### config.mk
export PLATFORM = sky130hd
export DESIGN_NAME = spi_master
export DESIGN_NICKNAME = d
export VERILOG_FILES = /design/src/rtl/spi_master.sv
export SDC_FILE = /design/constraint.sdc
export NUM_CORES = 1
export LEC_CHECK = 0
export CAP_MARGIN = 20
export CORE_MARGIN = 5
export CORE_UTILIZATION = 58
export CTS_BUF_LIST = sky130_fd_sc_hd__clkbuf_16
export DETAILED_ROUTE_END_ITERATION = 16
export HOLD_SLACK_MARGIN = 0.03
export PLACE_DENSITY_LB_ADDON = 0.08
export SLEW_MARGIN = 20
export SYNTH_ARGS = -nofsm -noshare
export SYNTH_HDL_FRONTEND = slang
export SYNTH_SLANG_ARGS = --single-unit
### constraint.sdc
create_clock -name clk -period 4 [get_ports clk]
set_input_delay 0.4 -clock clk [delete_from_list [all_inputs] [get_ports clk]]
set_output_delay 0.4 -clock clk [all_outputs]
set_load 0.01 [all_outputs]
### src/rtl/spi_master.sv
// spi_master: single-word SPI master, mode 0 (CPOL=0, CPHA=0), 16-bit words, MSB first.
// The state sequence per word is IDLE -> SETUP -> SHIFT -> HOLD -> GAP -> IDLE.
// All serial-side outputs are registered. MISO is brought into the clk domain
// through a two-flop synchronizer.
// Optional macro SPI_MASTER_BURST_EN: when it is defined, the block also accepts a new
// word on the last HOLD cycle and goes straight back to SETUP with ss_n held low.
module spi_master #(
  parameter int CLK_DIV = 4,   // SCK half-period in clk cycles, 2..255
  parameter int CS_GAP  = 8    // minimum ss_n-high time between words, 1..255
) (
  input  logic        clk,
  input  logic        rst_n,
  input  logic [15:0] tx_data,
  input  logic        tx_valid,
  output logic        tx_ready,
  output logic [15:0] rx_data,
  output logic        rx_valid,
  output logic        busy,
  output logic        SCK,
  output logic        MOSI,
  input  logic        MISO,
  output logic        ss_n
);

  typedef enum logic [2:0] {IDLE, SETUP, SHIFT, HOLD, GAP} state_t;

  localparam logic [7:0] DIV_LAST = 8'(CLK_DIV - 1);
  localparam logic [7:0] GAP_LAST = 8'(CS_GAP - 1);

  state_t      state, state_d;
  logic [7:0]  cnt, cnt_d;        // cycle count inside the current phase
  logic [4:0]  half, half_d;      // SCK half-period index in SHIFT; even = high, odd = low
  logic [15:0] tx_sh, tx_sh_d;    // outgoing word, MOSI tracks bit 15
  logic [15:0] rx_sh;             // incoming word, MSB first
  logic        miso_s1, miso_s2;
  logic        accept, fall_evt;
  logic        ss_n_d, sck_d, mosi_d, busy_d, rx_valid_d;

  // Ready is combinational from the registered state so a word can be taken in the ready cycle itself.
`ifdef SPI_MASTER_BURST_EN
  assign tx_ready = (state == IDLE) || ((state == HOLD) && (cnt == DIV_LAST));
`else
  assign tx_ready = (state == IDLE);
`endif

  assign accept   = tx_valid && tx_ready;
  // Last high-phase cycle of an SCK period: sample MISO here and move MOSI on as SCK falls.
  assign fall_evt = (state == SHIFT) && (cnt == DIV_LAST) && !half[0];

  // State and phase counters.
  always_ff @(posedge clk or negedge rst_n) begin
    // NOTE: sequential state uses non-blocking assignments so every flop samples pre-edge values.
    if (!rst_n) begin
      state <= IDLE;
      cnt   <= '0;
      half  <= '0;
    end else begin
      state <= state_d;
      cnt   <= cnt_d;
      half  <= half_d;
    end
  end

  // Next state: each timed phase ends when its counter reaches the last cycle.
  always_comb begin
    // NOTE: every comb output gets a default first so no path can infer a latch.
    state_d = state;
    cnt_d   = cnt + 8'd1;
    half_d  = half;
    unique case (state)
      IDLE: begin
        cnt_d = '0;
        if (accept) state_d = SETUP;
      end
      SETUP: begin
        if (cnt == DIV_LAST) begin
          cnt_d   = '0;
          state_d = SHIFT;
        end
      end
      SHIFT: begin
        if (cnt == DIV_LAST) begin
          cnt_d  = '0;
          half_d = half + 5'd1;   // wraps back to 0 after the 32nd half-period
          if (half == 5'd31) state_d = HOLD;
        end
      end
      HOLD: begin
        if (cnt == DIV_LAST) begin
          cnt_d   = '0;
          state_d = accept ? SETUP : GAP;   // accept can only be high here in burst builds
        end
      end
      GAP: begin
        if (cnt == GAP_LAST) begin
          cnt_d   = '0;
          state_d = IDLE;
        end
      end
      default: state_d = IDLE;
    endcase
  end

  // Output decode: next values of the registered outputs, derived from the next state.
  always_comb begin
    tx_sh_d = tx_sh;
    if (accept)        tx_sh_d = tx_data;
    else if (fall_evt) tx_sh_d = {tx_sh[14:0], 1'b0};
    ss_n_d     = !(state_d inside {SETUP, SHIFT, HOLD});
    sck_d      = (state_d == SHIFT) && !half_d[0];
    mosi_d     = ss_n_d ? 1'b0 : tx_sh_d[15];
    busy_d     = (state_d != IDLE);
    rx_valid_d = (state == SHIFT) && (state_d == HOLD);
  end

  // MISO synchronizer; MISO is asynchronous to clk.
  always_ff @(posedge clk or negedge rst_n) begin
    if (!rst_n) begin
      miso_s1 <= 1'b0;
      miso_s2 <= 1'b0;
    end else begin
      miso_s1 <= MISO;
      miso_s2 <= miso_s1;
    end
  end

  // Registered outputs and data shift registers.
  always_ff @(posedge clk or negedge rst_n) begin
    if (!rst_n) begin
      tx_sh    <= '0;
      rx_sh    <= '0;
      rx_data  <= '0;
      rx_valid <= 1'b0;
      busy     <= 1'b0;
      ss_n     <= 1'b1;
      SCK      <= 1'b0;
      MOSI     <= 1'b0;
    end else begin
      tx_sh    <= tx_sh_d;
      rx_valid <= rx_valid_d;
      busy     <= busy_d;
      ss_n     <= ss_n_d;
      SCK      <= sck_d;
      MOSI     <= mosi_d;
      if (fall_evt)   rx_sh   <= {rx_sh[14:0], miso_s2};
      if (rx_valid_d) rx_data <= rx_sh;
    end
  end

endmodule

### After elaboration in Yosys (flattened, before gate mapping)

Cells that the tools add are included.

| word-level totals | value |
|---|---|
| word-level logic and storage cells | 57 |
| output and inout bits | 22 |
| input port bits | 20 |
| flip-flop bits (word level) | 71 |

| operators by class | value |
|---|---|
| muxes and demuxes | 16 |
| add/subtract/negate cells | 2 |
| reductions and logical operators | 14 |
| equality and inequality tests | 10 |

Operator list:

| cell | number |
|---|---|
| two-way mux 16 bit | 2 |
| one-hot mux 8 bit (3 select lines) | 1 |
| two-way mux 3 bit | 7 |
| two-way mux 8 bit | 2 |
| one-hot mux 3 bit (5 select lines) | 1 |
| equality test 3 x 2 -> 1 bit, second input constant | 4 |
| adder 8 x 1 -> 8 bit, second input constant | 1 |
| equality test 8 x 2 -> 1 bit, second input constant | 1 |
| equality test 8 x 3 -> 1 bit, second input constant | 1 |
| equality test 3 x 1 -> 1 bit, second input constant | 2 |
| nonzero test 3 bit | 2 |
| adder 5 x 1 -> 5 bit, second input constant | 1 |
| equality test 5 bit, second input constant | 1 |
| logical AND 1 bit | 5 |
| equality test 3 bit, second input constant | 1 |
| logical NOT 1 bit | 3 |
| logical NOT 3 bit | 1 |
| two-way mux 1 bit | 3 |
| OR reduction 3 bit | 1 |
| AND reduction 2 bit | 1 |
| nonzero test 2 bit | 1 |

### Longest topological paths before layout

| logic depth | value |
|---|---|
| depth in word-level cells | 8 |
| mapped depth | 6 |
| mapped depth without buffers | 6 |

### Worst setup path before layout

No wires, ideal clock.

| timing path | value |
|---|---|
| kind | register to register |
| start | register cnt[0] |
| end | register rx_data[10] |
| arrival | 1982 ps |
| stages on the path, launching flop included | 7 |
| path slack | 1893 ps |
| setup time | 125 ps |
| required time | 3875 ps |
| path buffers | 1 |
| clock period less this slack | 2107 ps |
| path through | dfrtp_1 -> ha_1 -> or4b_4 -> nor3_4 -> nand2_4 -> buf_6 -> mux2_4 |

| on the way | value |
|---|---|
| cells in the longest elaborated chain, start to end | 5 |
| elaborated cells on any way between the ends | 9 |
| classes of those cells | eq/ne (3); mux (5); reduce/logical (1) |

RTL lines:

| item | RTL line | RTL |
|---|---|---|
| start, declared | 31 | `logic [7:0] cnt, cnt_d;` |
| start signal, assigned | 59 | `cnt <= cnt_d;` |
| equality test 8 x 3 -> 1 bit or equality test 8 x 2 -> 1 bit (tied branches) | n/a |  |
| two-way mux 3 bit (on tied branches) | n/a |  |
| one-hot mux 3 bit (5 select lines) (*) | 70 | `unique case (state)` |
| equality test 3 x 2 -> 1 bit (*) | 113 | `rx_valid_d = (state == SHIFT) && (state_d == HOLD);` |
| logical AND 1 bit (*) | 113 |  |
| end signal, assigned | 146 | `if (rx_valid_d) rx_data <= rx_sh;` |
| end, declared | 16 | `output logic [15:0] rx_data,` |

Mark *: on every way between the ends. The rest lies on a longest branch, timed or not.
A chain may end at the register's enable or synchronous reset.

### Worst setup path in the final report

| timing path | value |
|---|---|
| start | register cnt[0] |
| end | register MOSI |

| on the way | value |
|---|---|
| cells in the longest elaborated chain, start to end | 6 |
| elaborated cells on any way between the ends | 16 |
| classes of those cells | eq/ne (5); mux (8); reduce/logical (3) |

RTL lines:

| item | RTL line | RTL |
|---|---|---|
| equality test 8 x 2 -> 1 bit | 48 | `assign fall_evt = (state == SHIFT) && (cnt == DIV_LAST) && !half[0];` |
| logical AND 1 bit (2 in series) | 48 |  |
| two-way mux 16 bit | 108 | `else if (fall_evt) tx_sh_d = {tx_sh[14:0], 1'b0};` |
| two-way mux 16 bit | 107 | `if (accept) tx_sh_d = tx_data;` |
| via tx_sh_d[15] | 33 | `logic [15:0] tx_sh, tx_sh_d;` |
| two-way mux 1 bit | 111 | `mosi_d = ss_n_d ? 1'b0 : tx_sh_d[15];` |
| via mosi_d | 37 | `logic ss_n_d, sck_d, mosi_d, busy_d, rx_valid_d;` |
| end signal, assigned | 144 | `MOSI <= mosi_d;` |
| end, declared | 20 | `output logic MOSI,` |

The timed path passes the listed nets, and every way through them passes these cells. The select of a mux whose other input is x is not followed.

==> results.py <==
metrics = {
    "synth": {
        "synth_area_mm2": 0.003037,
        "ys_seq_area_share_pct": 58.55,
        "synth_top_area_share_pct": 57.68,
        "synthArstFlopShare_pct": 100.0,
        "synth_area_leaders": "dfrtp_1 58%, nand2_1 10%, mux2_4 4.4%, mux2_2 3.3%, nor2_1 3.1%",
        "synth_most_common_cell": "nand2_1",
        "synth_compound_area_share_pct": 5.315,
        "synthXorXnorAreaFrac_pct": 2.019,
        "synth_edf_count": 0,
        "synth_common_cells": "81 x nand2_1, 70 x dfrtp_1, 25 x nor2_1",
        "synth_top_family_by_area": "simple AND/OR/NAND/NOR gates",
        "synthAdderAreaFrac_pct": 1.236,
        "synth-seq-cells": 71,
        "yosys.area.top_type": "dfrtp_1",
        "netlist_instances": 281,
        "avgSynthCellArea_um2": 10.81,
        "ys.flop_type": "dfrtp_1",
        "synthSimpleGateAreaFrac_pct": 20.97,
        "yosys_warnings": 0,
        "ys_types": 42,
        "synth_fp_nets": 304,
        "synthMuxAreaShare_pct": 9.106,
    },
    "critical_path": {
        "worstPathMaxFanout": 22,
        "startpoint_type": "flop",
        "critical_path_class": "reg -> reg",
        "cp-end-kind": "flop",
        "r2r_end": "MOSI",
        "rr_worst_depth": 6,
        "crit_required_ns": 4.27,
        "worst_ep_arrival_time_ns": 2.88,
        "r2r-start": "cnt[0]",
        "ff2ff_setup_slack_ns": 1.39,
    },
    "die": {
        "die_h_um": 82.36,
        "ioPinCount": 42,
        "die_w_um": 82.36,
        "die_area_mm2": 0.006782,
        "start_util_pct": 59.46,
        "std_cell_rows": 26,
        "core-area_mm2": 0.005107,
    },
    "clock_network": {
        "cts_setup_buffers": 0,
        "ctsHtreeMaxLevel": 3,
        "cts-buffers-inserted": 9,
        "cts_hold_buf": 0,
        "cts_resized": 0,
        "cts_tree": "done",
        "clk_pin_slew_ns": 0.06,
        "insertion_delay_ns": 0.33,
        "clock-sinks": 71,
        "cts_buffer_depth": 2,
        "cts-root-buf": "clkbuf_16",
    },
    "sta": {
        "drv_slew": 0,
        "hold_viol": 0,
        "min_period_ns": 2.610,
        "rsz0062_at_grt": "false",
        "worstMarginPinSlew_ns": 0.7585,
        "min_period_over_period_pct": 65.24,
        "setup_violations": 0,
        "skew_ns": 0.006675,
        "fin_tns_setup_ns": 0,
        "holdWs_ns": 0.1407,
        "maxSlewHeadroom_pct": 49.44,
        "fmax_mhz": 383.2,
    },
    "outcome": {
        "status": "complete, no violations",
    },
    "cells_and_area": {
        "antenna_cells": 0,
        "syn_to_final_growth_pct": 25.59,
        "nNetsFinal": 346,
        "drive_gt1_share_pct": 14.63,
    },
    "route": {
        "firstDrtPassIters": 4,
        "routed_wl_um": 5623,
        "vias": 2103,
        "dr.first_iter.drc_count": 78,
        "routed_via_density": 5.284,
        "ant_nets": 0,
        "drc_errors": 0,
        "wire_per_inst_um": 14.13,
    },
    "global_routing": {
        "grt_overflow": 0,
        "antenna_found_initial": 0,
        "grtUsageTotal_pct": 18.96,
        "grt_first_pass_wirelength_um": 9653,
        "grt_max_degree": 38,
        "first_global_vias": 2091,
    },
    "power": {
        "powerDensity_mw_per_mm2": 431.4,
        "p_leak_uw": 0.001875,
        "peakVddDrop_v": 0.0003173,
        "pwr-share-clk_pct": 52.8,
        "p_int_uw": 1304,
        "seqPwrFrac_pct": 44.6,
        "netSwitchingFraction_pct": 20.74,
        "p_switching_uw": 341.3,
        "p_comb_share_pct": 2.6,
        "power.total_uw": 1645,
    },
    "worst_hold_path": {
        "hp-class": "in -> async",
    },
    "place": {
        "globalplace.congestion": 0.8039,
        "port_buffers": 41,
        "dpl.hpwl_um": 3602,
    },
    "run": {
        "cap_violations": 0,
    },
}
==> cell usage in the layout, fill, tap and decap left out, types with 4 or more instances in the layout <==
cell type / instances
a31oi_1: 14
nand2_1: 81
mux2_4: 9
clkdlybuf4s50_1: 40
nand3_1: 7
mux2_2: 9
dfrtp_1: 70
xor2_1: 4
clkbuf_16: 9
nor2_1: 25
mux2i_1: 4
inv_1: 5
==> sequential cells by signal (all words and copies together) (netlist names) <==
register and count:
cnt 8, SCK 1, ss_n 1, rx_valid 1
tx_sh 16, state 3, rx_data 16, busy 1
rx_sh 16, half 5, MOSI 1, miso_s2 1
miso_s1 1
==> layout make-up <==
class                   instances  area, um^2
flip-flops and latches         71        1778
well taps                      70       87.58
fillers                       390        1294
repair buffers                 44       427.9
clock buffers                   9       225.2
multi-input cells             192        1174
inverters                       5       18.77
clock inverters                 7       102.6
==> worst max path at each step <==
stage | slack, ns | from | cells after the start | to
CTS | 1.40 | cnt[0] | 6 | MOSI
global route | 1.19 | cnt[0] | 6 | MOSI
floorplan | 1.89 | cnt[0] | 6 | rx_data[10]
global placement | 1.51 | cnt[0] | 6 | MOSI
finish | 1.39 | cnt[0] | 6 | MOSI
detailed placement | 1.45 | cnt[0] | 6 | MOSI
==> cell families after synthesis <==
| kind of cell | count (synthesis) |
|---|---|
| flip-flops | 71 |
| XOR/XNOR | 7 |
| AND/OR/NAND/NOR | 136 |
| multiplexers | 22 |
| buffers and inverters | 18 |
| adder cells (fa/ha/maj) | 3 |
| AO/OA/AOI/OAI | 24 |
==> stage by stage <==
step                      area, um^2  setup WS, ns  utilization, %  cells
after floorplan                 3037         1.893               -    281
after global placement          3486         1.510           68.25    382
after detailed placement        3486         1.445           68.25    382
after CTS                       3814         1.404           74.67    398
after global routing            3814         1.191           74.67    398
final                           3814         1.390           74.67    398
==> metal layers <==
metal  up-vias  wire, um  GRT usage, %
met3         4       264         7.050
met2        46      2692         29.33
met4         0        47         5.316
li1       1027         -             -
met1      1026      2619         25.13
met5         -         0             0
==> worst max-delay path, stage by stage, from the launching register on <==
cell	delay, ns
dfrtp_1	0.36
ha_1	0.27
or4b_4	0.55
nor4_4	0.57
buf_4	0.36
mux2i_1	0.28
o21a_1	0.15
==> power by group through the flow <==
stage                     registers (uW)  logic (uW)  clock network (uW)
after floorplan                      745        8.00                   0
after global placement               746        43.2                   0
after detailed placement             747        43.9                   0
after CTS                            733        44.5                 881
after global routing                 734        49.2                 919
final                                734        43.0                 869
Power figures use the tool's default switching activity.
